`config.mk`:
```
export PLATFORM = sky130hd
export DESIGN_NAME = stream_demux
export DESIGN_NICKNAME = d
export VERILOG_FILES = /design/src/rtl/stream_demux_pkg.sv /design/src/rtl/stream_demux_slot.sv /design/src/rtl/stream_demux.sv
export SDC_FILE = /design/constraint.sdc
export NUM_CORES = 1
export LEC_CHECK = 0
export BUFFER_PORTS_ARGS = -buffer_cell sky130_fd_sc_hd__buf_2
export CAP_MARGIN = 25
export CORE_MARGIN = 1.5
export CORE_UTILIZATION = 25
export CTS_CLUSTER_DIAMETER = 80
export DETAILED_ROUTE_END_ITERATION = 6
export PLACE_DENSITY = 0.55
export SKIP_CTS_REPAIR_TIMING = 1
export SLEW_MARGIN = 20
export SYNTH_ARGS = -nofsm -noshare
export SYNTH_HDL_FRONTEND = slang
export SYNTH_SLANG_ARGS = --single-unit
export TNS_END_PERCENT = 1
```
`constraint.sdc`:
```
create_clock -name i_clk -period 7.4 [get_ports i_clk]
set_input_delay 1.48 -clock i_clk [delete_from_list [all_inputs] [get_ports i_clk]]
set_output_delay 1.48 -clock i_clk [all_outputs]
set_load 0.02 [all_outputs]
```
`src/rtl/stream_demux_pkg.sv`:
```
// Shared types and helpers for the stream_demux valid/ready router.
// The lock-state type is used only when STREAM_DEMUX_PKT_LOCK_EN is defined.
package stream_demux_pkg;

    typedef enum logic {
        IDLE   = 1'b0,
        LOCKED = 1'b1
    } lock_state_t;

    function automatic logic sel_in_range(input int sel, input int n);
        return (sel < n);
    endfunction

endpackage

```
`src/rtl/stream_demux_slot.sv`:
```
// One-entry registered valid/ready slot: load, hold while stalled, refill on drain.
module stream_demux_slot
    import stream_demux_pkg::*;
#(
    parameter int DATA_WIDTH = 16
) (
    input  logic                  clk,
    input  logic                  rst,
    input  logic                  load,
    input  logic [DATA_WIDTH-1:0] load_data,
    input  logic                  ready,
    output logic                  valid,
    output logic [DATA_WIDTH-1:0] data,
    output logic                  free
);

    // Free either when empty or when the consumer takes the current beat this cycle.
    assign free = ~valid | ready;

    always_ff @(posedge clk or posedge rst) begin
        if (rst) begin
            valid <= 1'b0;
            data  <= '0;
        end else if (load) begin
            valid <= 1'b1;
            data  <= load_data;
        end else if (ready) begin
            valid <= 1'b0;
        end
    end

endmodule

```
`src/rtl/stream_demux.sv`:
```
// 1-to-N valid/ready stream demultiplexer with one registered slot per channel.
// Define STREAM_DEMUX_PKT_LOCK_EN to hold the route for a whole packet (up to i_last).
module stream_demux
    import stream_demux_pkg::*;
#(
    parameter int DATA_WIDTH          = 16,
    parameter int NUM_OUTPUT          = 8,
    parameter int NUM_OUTPUT_BITWIDTH = $clog2(NUM_OUTPUT)
) (
    input  logic                           i_clk,
    input  logic                           i_rst,
    input  logic                           i_valid,
    output logic                           o_ready,
    input  logic [DATA_WIDTH-1:0]          i_data,
    input  logic [NUM_OUTPUT_BITWIDTH-1:0] i_sel,
    input  logic                           i_last,
    output logic [NUM_OUTPUT-1:0]          o_valid,
    input  logic [NUM_OUTPUT-1:0]          i_ready,
    output logic [DATA_WIDTH-1:0]          o_data [NUM_OUTPUT],
    output logic                           o_err
);

    localparam int SW = NUM_OUTPUT_BITWIDTH;

    logic [SW-1:0]         route_sel;
    logic                  route_ok;
    logic                  accept;
    logic [NUM_OUTPUT-1:0] slot_free;
    logic [NUM_OUTPUT-1:0] slot_load;

`ifdef STREAM_DEMUX_PKT_LOCK_EN
    lock_state_t   lock_state;
    logic [SW-1:0] lock_sel;

    assign route_sel = (lock_state == LOCKED) ? lock_sel : i_sel;

    always_ff @(posedge i_clk or posedge i_rst) begin
        if (i_rst) begin
            lock_state <= IDLE;
            lock_sel   <= '0;
        end else if (accept) begin
            case (lock_state)
                IDLE: begin
                    lock_sel <= i_sel;
                    if (!i_last) lock_state <= LOCKED;
                end
                LOCKED: begin
                    if (i_last) lock_state <= IDLE;
                end
                default: lock_state <= IDLE;
            endcase
        end
    end
`else
    logic unused_last;
    assign unused_last = i_last;
    assign route_sel   = i_sel;
`endif

    assign route_ok = sel_in_range(int'(route_sel), NUM_OUTPUT);
    assign accept   = i_valid & o_ready;

    // Out-of-range selects are always accepted so the producer never wedges on them.
    always_comb begin
        o_ready   = 1'b1;
        slot_load = '0;
        for (int k = 0; k < NUM_OUTPUT; k++) begin
            if (route_sel == SW'(k)) begin
                o_ready      = slot_free[k];
                slot_load[k] = i_valid & slot_free[k];
            end
        end
    end

    always_ff @(posedge i_clk or posedge i_rst) begin
        if (i_rst) begin
            o_err <= 1'b0;
        end else begin
            o_err <= i_valid & ~route_ok;
        end
    end

    for (genvar g = 0; g < NUM_OUTPUT; g++) begin : g_slot
        stream_demux_slot #(
            .DATA_WIDTH(DATA_WIDTH)
        ) u_slot (
            .clk      (i_clk),
            .rst      (i_rst),
            .load     (slot_load[g]),
            .load_data(i_data),
            .ready    (i_ready[g]),
            .valid    (o_valid[g]),
            .data     (o_data[g]),
            .free     (slot_free[g])
        );
    end

endmodule

```
==> results.tsv <==
metric	value	unit
synthCells	322	
grt_pass1_vias	3506	
hold_viol	0	
antenna_cells	0	
synth_area_leader_cell	dfrtp_1	
htree_levels	4	
synthTopCellsByCount	dfrtp_1 (136), mux2_2 (129), buf_4 (12)	
layout.nets	523	
tightest_slew	0.900	ns
die_area	22100	um2
min_period_over_period	56.4	%
clk_pin_slew_worst_paths	0.06	ns
yosysSeqAreaShare	64.2	%
setup_viol	0	
netlist.area_leader.share	64.2	%
end_kind	primary output	
path_max_fanout	3	
grt_max_degree	72	
post_drt_wl_per_cell	18.1	um
die_width	149	um
syn_avg_cell_area	16.5	um2
cts_tree	built	
worst_slack	3.23	ns
dr_total_vias	3306	
finish.utilization	33.4	%
drt_drc_violations_left	0	
yosysWarnings	0	
crit_type	in -> out	
p_per_area	348	nW/um2
arrival	2.69	ns
fin_crit	4.17	ns
start_util	25.4	%
skew	0.00660	ns
drive_gt1_share	67.7	%
cts-buffers-inserted	17	
pin_count	169	
synth_most_common_cell	dfrtp_1	
clockBufferDepth	2	
final-seq-area	3400	um2
finalSetupTns	0	ns
initialDrtViolationCount	112	
gp_congestion	0.721	
netlist_area	5300	um2
placed_cells	748	
maxSlewViolCount	0	
clk_latency	0.41	ns
grt_pass1_wl	21.6	mm
max_freq	240	MHz
ant_nets	0	
max_cap_violations	0	
holdWs	0.501	ns
syn_to_final_growth	31.8	%
rrSetupSlack	5.49	ns
netlist_top_cells_area	dfrtp_1 (64%), mux2_2 (27%), buf_4 (1.7%)	
rows	53	
die_h	149	um
synth_ff_type	dfrtp_1	
synth-edff-count	0	
power.leakage	3.30	nW
drt-vias-per-instance	4.24	
n_fill_cell	2076	
root_buffer	clkbuf_16	
antenna_found_initial	0	
crit_required	5.92	ns
rsz0062_at_grt	false	
irDropWorstVdd	0.142	mV
synth_cell_type_count	22	
status	completed	
first_pass_iters	4	
synth_nets	353	
relSlewSlack	39.9	%
grt.overflow.total	0	
dp_hpwl	9.32	mm
io_buffers	166	
fin_cells	780	
ys_ff_latch	136	
wl	14.1	mm
core_area	20900	um2
async_flop_share	100	%
clock_sinks	136	
post-place-ws	3.23	ns
multi_input_comb_area	1760	um2
track_usage	13.4	%
startpoint_type	input port	
hold_class	reg -> reg	
==> through the flow <==
stage | area (um2) | total power [mW]
after floorplan | 5300 | 1.37
after global placement | 6390 | 1.59
after detailed placement | 6390 | 1.61
after CTS | 6980 | 2.47
after global routing | 6980 | 2.55
final | 6980 | 2.43
==> where the power goes <==
part / internal [mW] / switching [mW]
clock network: 0.524 / 0.322
registers: 0.904 / 0.0779
logic: 0.238 / 0.363
total: 1.67 / 0.763
==> final timing paths <==
path,from,to,cells past startpoint
min in group asynchronous,i_rst,g_slot[4].u_slot.data[0]$_DFFE_PP0P_,2
min,g_slot[0].u_slot.data[14]$_DFFE_PP0P_,g_slot[0].u_slot.data[14]$_DFFE_PP0P_,1
max in group asynchronous,i_rst,g_slot[1].u_slot.data[1]$_DFFE_PP0P_,3
min reg2reg,g_slot[0].u_slot.data[14]$_DFFE_PP0P_,g_slot[0].u_slot.data[14]$_DFFE_PP0P_,1
max reg2reg,g_slot[1].u_slot.valid$_DFFE_PP0P_,g_slot[1].u_slot.data[0]$_DFFE_PP0P_,3
max,i_ready[4],o_ready,5
==> cell usage in the layout, fill, tap and decap left out <==
master	count
bufinv_16	2
o21ai_0	2
buf_2	166
nand4_2	1
buf_4	6
nand3_1	1
nand2b_1	8
inv_6	2
clkinvlp_4	3
or2_2	2
nor2_1	1
and4_1	1
clkbuf_16	17
mux2_2	129
clkbuf_8	3
nand4b_2	2
dfrtp_1	136
nor2b_1	3
clkinv_4	2
nor4b_4	2
nand2_2	1
clkbuf_1	2
nand2_1	7
mux4_2	1
clkinv_2	2
conb_1	1
nor3b_4	1
mux4_1	1
==> kinds of logic after synthesis <==
logic type / Yosys count / synth area share (%)
DFF: 136 / 64.2
muxes: 131 / 28.3
and+or+nand+nor: 30 / 4.42
buffers and inverters: 22 / 2.74
AOI/OAI and AO/OA: 2 / 0.189
other: 1 / 0.0708
==> layout make-up <==
class / count / share of cell area, %
Clock buffer: 22 / 6.79
Clock inverter: 10 / 1.70
Sequential cell: 136 / 48.8
Tap cell: 275 / 4.93
Timing Repair Buffer: 172 / 12.5
Inverter: 1 / 0.125
Multi-Input combinational cell: 164 / 25.1
==> flip-flops by register name, summed over array words and instances (netlist names) <==
name,flops
g_slot.u_slot.data,128
g_slot.u_slot.valid,8
==> metal layers <==
metal,part of all wire (%),track usage [%],wire length (um)
met3,5.4,3.74,756
met5,0,0,0
met4,1.6,5.05,224
met1,43,16.7,6060
met2,50,21.9,7040
==> critical path, stage by stage <==
cell and delay (ns):
buf_2 0.09, nand2b_1 0.19, mux4_1 0.50, mux2_2 0.27, buf_2 0.16
(Power assumes the default switching activity.)
